==> config.mk <==
export PLATFORM = sky130hd
export DESIGN_NAME = sdram_port_arbiter
export DESIGN_NICKNAME = d
export VERILOG_FILES = /design/src/rtl/sdram_port_arbiter.sv
export SDC_FILE = /design/constraint.sdc
export NUM_CORES = 1
export LEC_CHECK = 0
export CAP_MARGIN = 20
export CORE_AREA = 10 10 138 114
export DETAILED_ROUTE_END_ITERATION = 16
export DIE_AREA = 0 0 148 124
export GPL_ROUTABILITY_DRIVEN = 0
export MAX_ROUTING_LAYER = met4
export PLACE_DENSITY = 0.85
export SYNTH_ARGS = -nofsm -noshare
export SYNTH_HDL_FRONTEND = slang
export SYNTH_SLANG_ARGS = --single-unit
==> constraint.sdc <==
create_clock -name clk -period 2.9 [get_ports clk]
set_input_delay 0.58 -clock clk [delete_from_list [all_inputs] [get_ports clk]]
set_output_delay 0.58 -clock clk [all_outputs]
set_load 0.01 [all_outputs]
==> src/rtl/sdram_port_arbiter.sv <==
// sdram_port_arbiter: round-robin front end that serialises client requests onto
// the sdram_controller command interface, one transaction outstanding at a time.
// Read beats and completion are routed back to the owning port, and a watchdog
// aborts a transaction the controller never completes.
// Optional build macro SDRAM_ARB_PRIORITY_EN: port 0 always wins; the other ports
// round-robin among themselves.
//
// state     | meaning
// ----------+-------------------------------------------------------------
// ST_IDLE   | no transaction; grant the next requester (combinational ready)
// ST_ISSUE  | drive the latched command to the controller for one cycle
// ST_WAIT_RD| collect BURST_LEN read beats, forwarding each to the owner
// ST_WAIT_WR| wait for the controller's write completion
module sdram_port_arbiter #(
    parameter int NUM_PORTS = 3,
    parameter int ADDR_W    = 22,
    parameter int DATA_W    = 32,
    parameter int BURST_LEN = 1,
    parameter int TIMEOUT   = 1024
) (
    input  logic                        clk,
    input  logic                        rst_n,
    input  logic [NUM_PORTS-1:0]        req_valid,
    input  logic [NUM_PORTS-1:0]        req_write,
    input  logic [NUM_PORTS*ADDR_W-1:0] req_addr,
    input  logic [NUM_PORTS*DATA_W-1:0] req_wdata,
    output logic [NUM_PORTS-1:0]        req_ready,
    output logic [DATA_W-1:0]           rsp_rdata,
    output logic [NUM_PORTS-1:0]        rsp_valid,
    output logic [NUM_PORTS-1:0]        rsp_done,
    output logic [NUM_PORTS-1:0]        rsp_error,
    output logic [1:0]                  ctrl_command,
    output logic [ADDR_W-1:0]           ctrl_address,
    output logic [DATA_W-1:0]           ctrl_wdata,
    input  logic [DATA_W-1:0]           ctrl_rdata,
    input  logic                        ctrl_read_valid,
    input  logic                        ctrl_write_done
);

    localparam int PTR_W = (NUM_PORTS > 2) ? $clog2(NUM_PORTS) : 1;
    localparam int BC_W  = (BURST_LEN > 1) ? $clog2(BURST_LEN) : 1;
    localparam int WD_W  = (TIMEOUT > 1) ? $clog2(TIMEOUT + 1) : 1;

    localparam logic [1:0] CMD_NOP   = 2'b00;
    localparam logic [1:0] CMD_WRITE = 2'b01;
    localparam logic [1:0] CMD_READ  = 2'b10;

    typedef enum logic [1:0] {ST_IDLE, ST_ISSUE, ST_WAIT_RD, ST_WAIT_WR} state_t;

    state_t                 state, state_nxt;
    logic [PTR_W-1:0]       rr_ptr, owner, next_ptr;
    logic                   wr_flag;
    logic [WD_W-1:0]        wdog;
    logic [BC_W-1:0]        beat_cnt;
    logic [NUM_PORTS-1:0]   cand, grant_oh, owner_oh;
    logic [PTR_W-1:0]       grant_idx, hi_idx, lo_idx;
    logic                   hi_found, any_req;
    logic [ADDR_W-1:0]      sel_addr;
    logic [DATA_W-1:0]      sel_wdata;
    logic                   sel_write;
    logic                   beat_evt, last_beat, wr_evt, expire;

    // Grant selection: lowest requester at/after the pointer, else lowest below it.
    always_comb begin
        cand = req_valid;
`ifdef SDRAM_ARB_PRIORITY_EN
        cand[0] = 1'b0;
`endif
        hi_found = 1'b0;
        hi_idx   = '0;
        lo_idx   = '0;
        for (int p = NUM_PORTS - 1; p >= 0; p--) begin
            if (cand[p]) begin
                if (PTR_W'(p) >= rr_ptr) begin
                    hi_found = 1'b1;
                    hi_idx   = PTR_W'(p);
                end else begin
                    lo_idx = PTR_W'(p);
                end
            end
        end
        grant_idx = hi_found ? hi_idx : lo_idx;
`ifdef SDRAM_ARB_PRIORITY_EN
        if (req_valid[0]) grant_idx = '0;
`endif
        grant_oh  = '0;
        owner_oh  = '0;
        sel_addr  = '0;
        sel_wdata = '0;
        sel_write = 1'b0;
        for (int p = 0; p < NUM_PORTS; p++) begin
            if (PTR_W'(p) == grant_idx) begin
                grant_oh[p] = 1'b1;
                sel_addr    = req_addr[p*ADDR_W +: ADDR_W];
                sel_wdata   = req_wdata[p*DATA_W +: DATA_W];
                sel_write   = req_write[p];
            end
            if (PTR_W'(p) == owner) owner_oh[p] = 1'b1;
        end
        any_req = |req_valid;
    end

    // Completion events, watchdog terminal count and post-transaction pointer.
    always_comb begin
        beat_evt  = (state == ST_WAIT_RD) && ctrl_read_valid;
        last_beat = beat_evt && (beat_cnt == BC_W'(BURST_LEN - 1));
        wr_evt    = (state == ST_WAIT_WR) && ctrl_write_done;
        expire    = (TIMEOUT != 0) && (state == ST_WAIT_RD || state == ST_WAIT_WR) &&
                    (wdog == WD_W'(1)) && !beat_evt && !wr_evt;
        if (owner == PTR_W'(NUM_PORTS - 1)) begin
`ifdef SDRAM_ARB_PRIORITY_EN
            next_ptr = PTR_W'(1);
`else
            next_ptr = '0;
`endif
        end else begin
            next_ptr = owner + PTR_W'(1);
        end
    end

    // State register.
    always_ff @(posedge clk or negedge rst_n) begin
        if (!rst_n) state <= ST_IDLE;
        else        state <= state_nxt;
    end

    // Next-state logic plus the state-decoded ready and command outputs.
    always_comb begin
        state_nxt    = state;
        req_ready    = '0;
        ctrl_command = CMD_NOP;
        case (state)
            ST_IDLE: begin
                if (any_req) begin
                    req_ready = grant_oh;
                    state_nxt = ST_ISSUE;
                end
            end
            ST_ISSUE: begin
                ctrl_command = wr_flag ? CMD_WRITE : CMD_READ;
                state_nxt    = wr_flag ? ST_WAIT_WR : ST_WAIT_RD;
            end
            ST_WAIT_RD: if (last_beat || expire) state_nxt = ST_IDLE;
            ST_WAIT_WR: if (wr_evt || expire)    state_nxt = ST_IDLE;
            default:    state_nxt = ST_IDLE;
        endcase
    end

    // Request latching, watchdog/beat counters and registered response pulses.
    always_ff @(posedge clk or negedge rst_n) begin
        if (!rst_n) begin
            owner        <= '0;
            rr_ptr       <= '0;
            wr_flag      <= 1'b0;
            ctrl_address <= '0;
            ctrl_wdata   <= '0;
            wdog         <= '0;
            beat_cnt     <= '0;
            rsp_rdata    <= '0;
            rsp_valid    <= '0;
            rsp_done     <= '0;
            rsp_error    <= '0;
        end else begin
            rsp_valid <= '0;
            rsp_done  <= '0;
            rsp_error <= '0;
            case (state)
                ST_IDLE: begin
                    if (any_req) begin
                        owner        <= grant_idx;
                        wr_flag      <= sel_write;
                        ctrl_address <= sel_addr;
                        ctrl_wdata   <= sel_wdata;
                        beat_cnt     <= '0;
                    end
                end
                ST_ISSUE: wdog <= WD_W'(TIMEOUT);
                ST_WAIT_RD, ST_WAIT_WR: begin
                    if (beat_evt) begin
                        rsp_rdata <= ctrl_rdata;
                        rsp_valid <= owner_oh;
                        beat_cnt  <= beat_cnt + BC_W'(1);
                        wdog      <= WD_W'(TIMEOUT);
                    end else if (TIMEOUT != 0 && wdog != '0) begin
                        wdog <= wdog - WD_W'(1);
                    end
                    if (last_beat || wr_evt) begin
                        rsp_done <= owner_oh;
                        rr_ptr   <= next_ptr;
                    end else if (expire) begin
                        rsp_done  <= owner_oh;
                        rsp_error <= owner_oh;
                        rr_ptr    <= next_ptr;
                    end
                end
                default: ;
            endcase
        end
    end

endmodule

==> out/summary.txt, run 1 <==
status -> complete, no violations
final setup margin -> 0.197 ns
Seq cells post-synth -> 114
Detail Route met3 WL -> 2060 um
post-route minimum period -> 2.70 ns
Final ANT Viol Nets -> 0
Met2 Wirelength -> 10800 um
row count -> 37
first-pass GRT wire length -> 31200 um
IO buf count -> 303
Seq. cell area -> 2850 um^2
Iteration-0 DRC Markers -> 305
largest net degree at the start of global routing -> 57
Leakage -> 3.76 nW
peak supply drop -> 464 uV
Critical Path RT -> 2.32 ns
Crit Path Max Fanout -> 5
Fmax -> 370 MHz
Syn Area/Cell -> 12.9 um^2
grt total ovfl -> 0
Pwr per Cell Area -> 1050 nW/um^2
cts hold-fix bufs -> 0
count of filler cells inserted in the layout -> 953
Worst slew margin -> 51.5%
Post-synth EDFFs -> 0
syn_nets -> 603
total wire length -> 21300 um
Die ar. -> 18400 um^2
critical path arrival -> 2.12 ns
CTS resizes -> 0
fraction of registers with async set/reset -> 100%
# H-tree levels -> 4
clk buf depth -> 2
Post-Syn Instances -> 396
setup TNS -> 0 ns
clock root buffer master -> clkbuf_16
CTS clk-pin slew, worst paths -> 0.05 ns
Area Overhead vs Synth -> 75.1%
Final Max Tran Viols -> 0
multi-input logic area -> 2080 um^2
predominant post-synthesis flop cell -> dfrtp_1
share of cells above drive strength 1 -> 9.00%
Netlist cell types -> 47
RSZ-0062 raised after global routing -> no
CTS Sinks -> 114
Die W -> 148 um
vias in the first global route -> 5404
DR vias -> 4973
Starting Density -> 39.6%
pre-CTS WS -> 0.188 ns
Max-Cap Viols -> 0
M1 WL -> 8050 um
Setup crit end kind -> primary output
number of CTS-inserted buffers -> 17
Via density -> 5.61
final worst path period share -> 93.2%
Routed WL per cell -> 24.0 um
DR top layer -> met4
Tightest Pin Transition -> 0.718 ns
placed cell count -> 854
Ports -> 304
Setup violations, final -> 0
initial antenna violation count -> 1
Cell Area, Synth -> 5090 um^2
later-pin clock latency in the skew report -> 0.40 ns
flop2flop setup slack -> 0.85 ns
final hold vios -> 0
sequential area share after synthesis -> 56.0%
DRC Markers -> 0
crit path kind -> input port to primary output
DRT Pass-1 Iters -> 5
synth warn -> 0
type of the worst min-delay path -> input port to asynchronous set/reset pin
CTS tree -> yes
type of origin of the critical path -> input port
Layout Cells excl Fill -> 887
DP HPWL -> 16200 um
Final Skew -> 0.00696 ns
Final #Nets -> 905
area of the core -> 12900 um^2
GR Util All Layers -> 22.8%
post-route core utilization -> 69.3%
post-CTS setup buffer count -> 0
Die H -> 124 um
==> layout by cell type (no fill, tap or decap), drive strengths merged, types with 3 or more instances in the layout <==
master	n
clkdlybuf4s50	302
nor2	11
a22o	55
a221o	55
mux2	33
ha	3
or4	3
nor4	5
dfrtp	114
nor3	7
or3b	3
inv	12
clkbuf	24
nand2	8
nand3	11
a21oi	4
buf	11
o21ai	4
clkinvlp	4
a31oi	3
o211ai	4
nand2b	5
==> flip-flops by register name, summed over array words and instances (netlist names) <==
signal and cells:
ctrl_wdata 32, rsp_rdata 32, ctrl_address 22, wdog 11
rsp_done 3, rsp_error 3, rsp_valid 3, owner 2
rr_ptr 2, state 2, beat_cnt 1, wr_flag 1
==> power by group <==
part / internal [W] / switching, W / total, W
Combinational: 0.00245 / 0.00191 / 0.00436
Sequential: 0.00233 / 0.000558 / 0.00289
Clock: 0.00138 / 0.000715 / 0.00209
==> kinds of logic (layout without fill, tap and decap cells) <==
kind of cell	after synthesis	in the layout	share of synthesized area, %
and+or+nand+nor	59	59	6.66
DFF	114	114	56.0
adders and majority gates	3	3	0.737
muxes	35	35	7.69
AOI/OAI and AO/OA	143	143	25.3
other	0	1	0
buffers and inverters	42	357	3.61
==> stage by stage <==
| step | power, W | cell area [um^2] | hold WS [ns] |
|---|---|---|---|
| 2_1_floorplan | 0.00499 | 5090 | 0.284 |
| 3_3_place_gp | 0.00705 | 8310 | 0.474 |
| 3_5_place_dp | 0.00724 | 8310 | 0.480 |
| 4_1_cts | 0.00940 | 8910 | 0.188 |
| 5_1_grt | 0.00983 | 8910 | 0.216 |
| 6_report | 0.00934 | 8910 | 0.174 |
==> cell type report <==
cell class | count | share of cell area [%]
repair buffers | 313 | 35.0
flip-flops and latches | 114 | 32.0
multi-input cells | 240 | 23.3
clock buffers | 24 | 5.63
well taps | 175 | 2.46
clock inverters | 8 | 1.12
inverters | 12 | 0.505
diodes | 1 | 0.0281
==> cell usage after synthesis, drive strengths merged (3+ instances only) <==
library cell	count	area, um^2
a21oi	4	20.0
or4	3	30.0
a31oi	3	18.8
clkbuf	14	52.6
a22o	55	482
nor4	5	43.8
o21ai	4	20.0
dfrtp	114	2850
nand2b	5	31.3
or3b	3	26.3
mux2	33	372
nor2	11	48.8
a221o	55	551
nand3	11	55.1
nand2	8	30.0
inv	12	45.0
ha	3	37.5
nor3	7	35.0
o211ai	4	35.0
buf	16	86.3
==> path summary, 6_finish.rpt <==
kind,start,to,cells past startpoint
setup / recovery,req_valid[2],req_ready[1],4
hold / removal,rst_n,state[1],1
setup reg to reg,wdog[2],wdog[5],4
hold reg to reg,rsp_rdata[31],rsp_rdata[31],1
max in group asynchronous,rst_n,ctrl_wdata[3],2
min in group clk,rsp_rdata[31],rsp_rdata[31],1
==> critical path, cell delays in order <==
cell,delay (ns)
clkdlybuf4s50_1,0.53
a21oi_1,0.19
o2111a_2,0.22
clkdlybuf4s50_1,0.61
==> layer usage <==
layer	global-route usage, %	vias to the layer above
met5	-	-
met4	8.53	0
met3	8.45	23
met2	37.7	293
met1	24.8	2457
li1	-	2200
Note: power is estimated with default switching activity, not from simulation.
==> run 2: changes to the inputs <==
CAP_MARGIN = 15   (was 20)
CORE_AREA = 2 2 130 106   (was 10 10 138 114)
DIE_AREA = 0 0 132 108   (was 0 0 148 124)
==> run 2 against run 1 <==
Net effect:
- die area down 22%
- clock skew up 0.0023 ns
- combinational power down 1%
- fmax down 0.79%
- cell area about the same
- first-iteration DRC count up 41%
- setup slack worse by 0.022 ns
- largest power group unchanged
==> out/summary.txt, run 2 (same netlist as run 1, synthesis figures left out) <==
status -> complete, no violations
clk buf depth -> 2 (unchanged)
Tightest Pin Transition -> 0.714 ns (-0.00424 ns)
Ports -> 304 (unchanged)
CTS clk-pin slew, worst paths -> 0.06 ns (about the same)
share of cells above drive strength 1 -> 9.14% (+0.14 points)
placed cell count -> 854 (unchanged)
Pwr per Cell Area -> 1040 nW/um^2 (-0.25%)
CTS resizes -> 0 (unchanged)
largest net degree at the start of global routing -> 57 (unchanged)
Leakage -> 3.76 nW (about the same)
Final Skew -> 0.00926 ns (+0.00230 ns)
post-route minimum period -> 2.72 ns (+0.0216 ns)
IO buf count -> 303 (unchanged)
Setup violations, final -> 0 (unchanged)
DP HPWL -> 13700 um (-16%)
Hold Slack -> 0.200 ns (+0.0259 ns)
row count -> 37 (unchanged)
Die ar. -> 14300 um^2 (-22%)
final worst path period share -> 94.0% (+0.74 points)
vias in the first global route -> 5245 (-2.9%)
Iteration-0 DRC Markers -> 431 (+41%)
most common cell after layout, fill and taps aside -> clkdlybuf4s50_1
DRC Markers -> 0 (unchanged)
most frequent cells in the layout -> clkdlybuf4s50_1 (302), dfrtp_1 (114), a22o_1 (55), a221o_1 (55), mux2_1 (24)
final hold vios -> 0 (unchanged)
critical path arrival -> 2.14 ns (+0.02 ns)
cts hold-fix bufs -> 0 (unchanged)
Crit Path Max Fanout -> 5 (unchanged)
Final #Nets -> 905 (unchanged)
multi-input logic area -> 2080 um^2 (unchanged)
CTS Sinks -> 114 (unchanged)
post-CTS setup buffer count -> 0 (unchanged)
Max-Cap Viols -> 0 (unchanged)
Final Max Tran Viols -> 0 (unchanged)
CTS tree -> yes
Setup crit end kind -> primary output
Critical Path RT -> 2.32 ns (about the same)
# H-tree levels -> 4 (unchanged)
DR vias -> 4972 (-0.020%)
Area Overhead vs Synth -> 75.2% (about the same)
GR Util All Layers -> 26.9% (+4.2 points)
later-pin clock latency in the skew report -> 0.42 ns (+0.02 ns)
grt total ovfl -> 0 (unchanged)
Regs by FF count -> ctrl_wdata: 32 flops, rsp_rdata: 32 flops, ctrl_address: 22 flops
Die W -> 132 um (-11%)
setup TNS -> 0 ns (unchanged)
total wire length -> 18800 um (-12%)
Via density -> 5.61 (about the same)
peak supply drop -> 590 uV (+27%)
DRT Pass-1 Iters -> 7 (+2)
clock root buffer master -> clkbuf_16
RSZ-0062 raised after global routing -> no
initial antenna violation count -> 0 (-1)
diode count -> 0 (-1)
Seq. cell area -> 2850 um^2 (unchanged)
number of CTS-inserted buffers -> 17 (unchanged)
Fmax -> 367 MHz (-0.79%)
type of the worst min-delay path -> input port to asynchronous set/reset pin
Layout Cells excl Fill -> 886 (-0.11%)
count of filler cells inserted in the layout -> 877 (-8.0%)
Starting Density -> 39.7% (+0.14 points)
Routed WL per cell -> 21.2 um (-12%)
Die H -> 108 um (-13%)
crit path kind -> input port to primary output
Tot Pwr -> 0.00932 W (-0.18%)
area of the core -> 12800 um^2 (-0.36%)
type of origin of the critical path -> input port
first-pass GRT wire length -> 28500 um (-8.7%)
Worst slew margin -> 51.8% (+0.29 points)
Final ANT Viol Nets -> 0 (unchanged)
[run 2: cell count changes in the layout (fill, tap and decap cells not counted)]
cell | previous run | this run
diode_2 | 1 | 0
clkinv_2 | 2 | 0
clkinv_4 | 0 | 5
clkbuf_8 | 5 | 0
bufinv_16 | 2 | 3
inv_6 | 0 | 2
clkbuf_1 | 2 | 1
[run 2: per-layer routing]
metal	vias to the layer above	track usage, %	wire, um
met5	-	-	0
met4	0	12.4	612
met3	39	6.70	1500
met2	297	45.5	9580
met1	2436	30.6	7060
li1	2200	-	-
[run 2: final cells by class]
class	count	share of cell area [%]
Timing Repair Buffer	313	35.0
Sequential cell	114	32.0
Multi-Input combinational cell	240	23.3
Clock buffer	18	4.81
Tap cell	175	2.45
Clock inverter	14	2.03
Inverter	12	0.505
[run 2: worst max-delay path, cell delays in order]
cell and delay, ns:
clkdlybuf4s50_1 0.53, a21oi_1 0.21, o2111a_2 0.23, clkdlybuf4s50_1 0.59
[run 2: metrics by stage]
stage / utilization, % / worst slack, ns / cell area, um^2
finish: 69.6 / 0.175 / 8920
global route: 69.6 / 0.0935 / 8920
CTS: 69.6 / 0.156 / 8920
detailed placement: 64.8 / 0.158 / 8310
global placement: 64.8 / 0.226 / 8310
floorplan: - / 1.11 / 5090
[run 2: final timing paths]
path	from	cells past startpoint	to	slack, ns
hold reg to reg	rsp_rdata[26]	1	rsp_rdata[26]	0.49
max in group asynchronous	rst_n	2	rsp_rdata[2]	1.89
setup / recovery	req_valid[2]	4	req_ready[1]	0.18
setup reg to reg	state[0]	4	wr_flag	0.93
hold / removal	rst_n	1	ctrl_address[12]	0.20
min in group clk	rsp_rdata[26]	1	rsp_rdata[26]	0.49
[run 2: report_power, final]
group | internal (W) | switching [W] | total, W
registers | 0.00233 | 0.000535 | 0.00286
logic | 0.00245 | 0.00185 | 0.00430
clock network | 0.00136 | 0.000795 | 0.00216
total | 0.00614 | 0.00318 | 0.00932
